--- config.mk ---
export PLATFORM = sky130hd
export DESIGN_NAME = branch_resolve_queue
export DESIGN_NICKNAME = d
export VERILOG_FILES = /design/src/rtl/branch_resolve_queue.sv
export SDC_FILE = /design/constraint.sdc
export NUM_CORES = 1
export LEC_CHECK = 0
export ABC_AREA = 1
export CORE_MARGIN = 4
export CORE_UTILIZATION = 57
export DETAILED_ROUTE_END_ITERATION = 8
export PLACE_DENSITY = 0.81
export SLEW_MARGIN = 20
export SYNTH_ARGS = -nofsm -noshare
export SYNTH_HDL_FRONTEND = slang
export SYNTH_SLANG_ARGS = --single-unit
--- constraint.sdc ---
create_clock -name clk -period 3 [get_ports clk]
set_input_delay 0.6 -clock clk [delete_from_list [all_inputs] [get_ports clk]]
set_output_delay 0.6 -clock clk [all_outputs]
set_load 0.01 [all_outputs]
--- src/rtl/branch_resolve_queue.sv ---
// In-order branch resolution queue for the gshare predictor: holds {pc, ghr, taken}
// per in-flight branch, then emits the counter update, the flush/GHR recovery and the accuracy counters.
module branch_resolve_queue #(
  parameter int DEPTH = 8,
  parameter int PC_W  = 8,
  parameter int GHR_W = 8,
  parameter int CNT_W = 16
) (
  input  logic                     clk,
  input  logic                     reset,
  input  logic                     pred_valid,
  input  logic [PC_W-1:0]          pred_pc,
  input  logic [GHR_W-1:0]         pred_ghr,
  input  logic                     pred_taken,
  output logic                     pred_ready,
  input  logic                     res_valid,
  input  logic                     res_taken,
  output logic                     res_ready,
  output logic                     upd_valid,
  output logic [PC_W-1:0]          upd_index,
  output logic                     upd_taken,
  output logic                     mispredict,
  output logic [GHR_W-1:0]         recover_ghr,
  output logic [$clog2(DEPTH):0]   occupancy,
  output logic [CNT_W-1:0]         total_branches,
  output logic [CNT_W-1:0]         correct_predictions
);

  localparam int AW = $clog2(DEPTH);
  localparam logic [AW:0]    FULL_CNT = (AW+1)'(DEPTH);
  localparam logic [AW:0]    CNT_ONE  = (AW+1)'(1);
  localparam logic [AW-1:0]  PTR_ONE  = AW'(1);
  localparam logic [CNT_W-1:0] ACC_ONE = CNT_W'(1);

  typedef struct packed {
    logic [PC_W-1:0]  pc;
    logic [GHR_W-1:0] ghr;
    logic             taken;
  } entry_t;

  entry_t          mem [DEPTH];
  logic [AW-1:0]   wr_ptr;
  logic [AW-1:0]   rd_ptr;
  logic [AW:0]     count;
  logic            upd_valid_q;

  entry_t head;
  logic   pop;
  logic   push;
  logic   head_mis;

  assign pred_ready = (count != FULL_CNT);
  assign res_ready  = (count != '0);
  assign occupancy  = count;

  assign head     = mem[rd_ptr];
  assign pop      = res_valid && res_ready;
  assign head_mis = (head.taken != res_taken);
  // A push alongside a mispredicting pop is on the wrong path and is dropped.
  assign push     = pred_valid && pred_ready && !(pop && head_mis);

  // A reset arriving while a pulse is on the port cancels it before the consumer acts on it.
  assign upd_valid = upd_valid_q && !reset;

  // NOTE: the entry array carries no reset; validity is tracked by count/pointers alone,
  // which keeps the storage a plain register file without a reset network.
  always_ff @(posedge clk) begin
    if (push) mem[wr_ptr] <= '{pc: pred_pc, ghr: pred_ghr, taken: pred_taken};
  end

  // NOTE: all sequential state uses non-blocking assignments so every register
  // samples the pre-edge values of its neighbours.
  always_ff @(posedge clk) begin
    if (reset) begin
      wr_ptr              <= '0;
      rd_ptr              <= '0;
      count               <= '0;
      upd_valid_q         <= 1'b0;
      upd_index           <= '0;
      upd_taken           <= 1'b0;
      mispredict          <= 1'b0;
      recover_ghr         <= '0;
      total_branches      <= '0;
      correct_predictions <= '0;
    end else begin
      upd_valid_q <= pop;
      if (pop) begin
        upd_index   <= head.pc ^ head.ghr;
        upd_taken   <= res_taken;
        mispredict  <= head_mis;
        recover_ghr <= {head.ghr[GHR_W-2:0], res_taken};
        if (total_branches != '1) total_branches <= total_branches + ACC_ONE;
        if (!head_mis && correct_predictions != '1)
          correct_predictions <= correct_predictions + ACC_ONE;
      end

      if (pop && head_mis) begin
        wr_ptr <= '0;
        rd_ptr <= '0;
        count  <= '0;
      end else begin
        if (push) wr_ptr <= wr_ptr + PTR_ONE;
        if (pop)  rd_ptr <= rd_ptr + PTR_ONE;
        if (push && !pop)      count <= count + CNT_ONE;
        else if (pop && !push) count <= count - CNT_ONE;
      end
    end
  end

endmodule

---- Word-level counts from Yosys, hierarchy flattened ----
Memories as Yosys holds them, arrays and structs flattened. A register that Yosys moved wholly into a read port is not among the register bits.
Index checks and enable logic that the tools add are counted.
word-level totals
  output and inout port bits .............. 57
  bits in latches ......................... 0
  bits of input ports ..................... 22
  register bits after elaboration ......... 61
  word-level logic and storage cells ...... 46
  ROM bits ................................ 0
  bits in writable memories ............... 136
  memories kept ........................... 1
operators by class
  multipliers ............................. 0
  divide/modulo/power cells ............... 0
  magnitude comparators ................... 0
  mux-type cells .......................... 6
  equality and inequality tests ........... 4
  shift-type cells ........................ 0
  add/sub/neg operators ................... 6
  bitwise logic cells ..................... 1
  reductions and logical operators ........ 18
memory list
  name  depth  bits a word  rd ports  clocked after Yosys merged registers in  wr ports  RTL line  RTL
  mem   8      17           1         1                                        1         41        entry_t mem [DEPTH];
operators with widths
  cell                                                                count
  16-bit by 1-bit adder with 16-bit output, second input constant     2
  16-bit inequality test, second input constant                       2
  1-bit logical AND                                                   8
  4-bit two-way mux                                                   2
  8-bit bitwise XOR                                                   1
  3-bit by 1-bit adder with 3-bit output, second input constant       2
  3-bit two-way mux                                                   2
  1-bit logical NOT                                                   5
  4-bit by 1-bit adder with 4-bit output, second input constant       1
  4-bit inequality test, second input constant                        1
  2-bit AND reduction                                                 2
  4-bit nonzero test                                                  1
  4-bit by 1-bit subtractor with 4-bit output, second input constant  1
  1-bit two-way mux                                                   2
  2-bit nonzero test                                                  1
  2-bit OR reduction                                                  1
  1-bit inequality test                                               1

---- Logic depth before layout (Yosys ltp) ----
  depth in word-level cells ............... 9
  depth in mapped cells ................... 13
  depth with buffers taken out ............ 12

---- Least setup slack after synthesis ----
No wires, ideal clock.
  kind .................................... reg-to-reg
  start ................................... register with a tool-made name
  end ..................................... memory mem[0][0] (netlist name) (enable)
  clock period less this slack ............ 2.493 ns
  setup time .............................. 0.390 ns
  path buffers ............................ 1
  arrival time ............................ 2.102 ns
  stages on the path, launching flop included .. 13
  data required time ...................... 2.610 ns
  path slack .............................. 0.507 ns
  cells stage by stage .................... dfxtp_1 inv_2 buf_6 nand2_1 nand3_1 nand3_1 nand2_1 nand2_2 nand2_4 nand2_4 nand2_4 or2_4 nor2_1
RTL lines
  item       RTL line
  to (decl)  41

==> reports/results.ini <==
[worst_setup_path]
critPathRequiredTime_ps = 3140
worstSetupEndpointType = flip-flop
critPathArrivalTime_ps = 2620
cp_max_fo = 9
crit_type = reg2reg
crit_path_start_kind = flip-flop
r2r_cells = 10

[drt]
routedWlPerCell_um = 17.04
dr.pass1.iters = 6
wl_met3_um = 1392
routed_wl_um = 19170
wl_met2_um = 9586
wl_met1_um = 7603
num_vias = 6410
drt_iter0_drc = 627
highest_layer = met4
ant_nets = 0
post_drt_via_cell_ratio = 5.698
drc = 0

[sta]
rsz0062_at_grt = no
finalCriticalPeriod_ps = 2484
slew_headroom = 0.6358
max_freq_mhz = 402.5
slew_violations = 0
period_share = 0.8281
tightest_slew_ps = 546.3
setup_violations = 0
setup_tns_ps = 0
hold_viol = 0
finClkSkew_ps = 7.521

[floorplan]
core_sq_mm = 0.01453
fp-row-count = 44
die_area_sq_mm = 0.01680
io_pins = 79
die_w_um = 129.6
die_y_um = 129.6
start_util = 0.5801

[run]
max_cap_viol_count = 0

[global_route]
grt-ovfl-total = 0
grt_pass1_wl_um = 30790
track_usage = 0.2390
grt_max_degree = 57
antenna_found_initial = 0
grt_pass1_vias = 6261

[yosys]
synth_area_sq_mm = 0.008431
ys_types = 40
netlist_instances = 844
synth_largest_area_cell = edfxtp_1
synth_edf_count = 136
synth.top_cell.area_share = 0.4844
synth-async-reset-ratio = 0
ys_warn_count = 0
synthTopCellsByCount = nor2_1 (144), edfxtp_1 (136), nand2_1 (117)
yosysMostFrequentCell = nor2_1
postSynthAreaPerCell_sq_um = 9.989
postSynthRegisterBits = 199
syn-num-nets = 873
yosys_most_used_dff = edfxtp_1
synth_area_leaders = edfxtp_1 (48%), dfxtp_1 (15%), nor2_1 (6.4%)
ys_seq_area_frac = 0.6340

[placed_design]
io_buffer_count = 78
gp_congestion = 0.8602
dpl.cell_count = 1093
hpwl_um = 12210

[run_status]
outcome = complete, no violations

[cts]
post_cts_buffers = 0
cts_tree = done
clockBufferDepth = 2
cts.hold.buffers_added = 0
insertion_delay_ps = 440
cts-buffers-inserted = 17
ctsRootBufferMaster = clkbuf_16
cts_num_sinks = 199
ctsHtreeMaxLevel = 4
post_cts_resized = 0
cts.clk_slew.worst_paths_ps = 70

[final_layout]
layout.nets = 957
drive_gt1_frac = 0.07545
finalNonFillerCells = 1125
antenna_cells = 0
n_fill_cell = 1067
area_growth_pct = 19.04

[min_path]
holdPathStages = 2
hp-class = reg2reg

[pwr]
power_density_mw_per_mm2 = 809.5
peakVddDrop_uv = 636.5
leakagePower_nw = 3.606

-- placed cells by master (no fill, tap or decap), types with 3 or more instances in the layout --
master             n
nor2_1           144
edfxtp_1         136
nand2_1          117
o21ai_0           97
clkdlybuf4s50_1   78
dfxtp_1           62
inv_1             61
a21oi_1           43
nand3_1           27
buf_4             25
o22ai_1           24
nand4_1           20
clkbuf_16         17
xor2_1            13
nor3_1            12
o21ai_1            9
xnor2_1            7
ha_1               6
inv_6              6
nand2_2            3
nand2_4            3
-- layer usage --
metal | global-route usage | up-vias
met5 | 0 | -
met4 | 0.1027 | 0
li1 | - | 3085
met2 | 0.4043 | 274
met3 | 0.05441 | 57
met1 | 0.2960 | 2994
-- logic make-up (layout without fill, tap and decap cells) --
logic type               Yosys count  count (layout)  share of synthesized area
flip-flops                       199             199                     0.6340
buffers and inverters            102             199                    0.05031
AND/OR/NAND/NOR                  336             336                     0.1704
AO/OA/AOI/OAI                    180             180                     0.1132
adder cells (fa/ha/maj)            7               7                    0.01128
XOR/XNOR                          20              20                    0.02078
-- metrics by stage --
step	utilization	worst slack (ps)	hold slack (ps)	power [mW]	cell area (sq um)
2_1_floorplan	-	507.1	458.7	5.021	8431
3_3_place_gp	0.6501	360.3	474.0	5.825	9449
3_5_place_dp	0.6501	297.8	477.9	5.886	9449
4_1_cts	0.6905	520.1	487.6	8.162	10040
5_1_grt	0.6905	375.6	518.7	8.571	10040
6_report	0.6905	515.7	485.6	8.124	10040
-- state kept, by name, indices dropped and copies added (netlist names), named ones only --
| signal | flops |
|---|---|
| mem | 136 |
| correct_predictions | 16 |
| total_branches | 16 |
| recover_ghr | 8 |
| upd_index | 8 |
| occupancy | 4 |
| rd_ptr | 3 |
| wr_ptr | 3 |
| mispredict | 1 |
| upd_valid_q | 1 |
-- cell type report --
| class | count | area, sq um | share of cell area |
|---|---|---|---|
| clock inverter | 15 | 161.4 | 0.01608 |
| multi-input combinational | 543 | 2661 | 0.2652 |
| timing repair buffer | 103 | 968.4 | 0.09650 |
| sequential | 199 | 5346 | 0.5327 |
| tap | 184 | 230.2 | 0.02294 |
| inverter | 64 | 242.7 | 0.02419 |
| clock buffer | 17 | 425.4 | 0.04239 |
-- critical path, cell delays in order, from the launching register on --
cell and delay (ps):
dfxtp_1 550, inv_1 230, nand3_1 150, nand3_1 130
nand3_1 170, nand2_4 90, nand2_4 90, nand2_4 70
or2_4 270, nor2_1 180, buf_4 240
-- where the power goes --
part           leakage [nW]  switching, mW  internal, mW
registers              1.75          0.187          3.27
logic                  1.57           1.49         0.901
clock network         0.292           1.03          1.25
total                  3.61           2.71          5.42
-- final timing paths --
path | start | end | slack [ps]
setup / recovery | flip-flop | mem[0][11] | 520
hold / removal | correct_predictions[1] | correct_predictions[1] | 490
setup reg to reg | flip-flop | mem[0][11] | 520
hold reg to reg | correct_predictions[1] | correct_predictions[1] | 490
(Power assumes the default switching activity.)
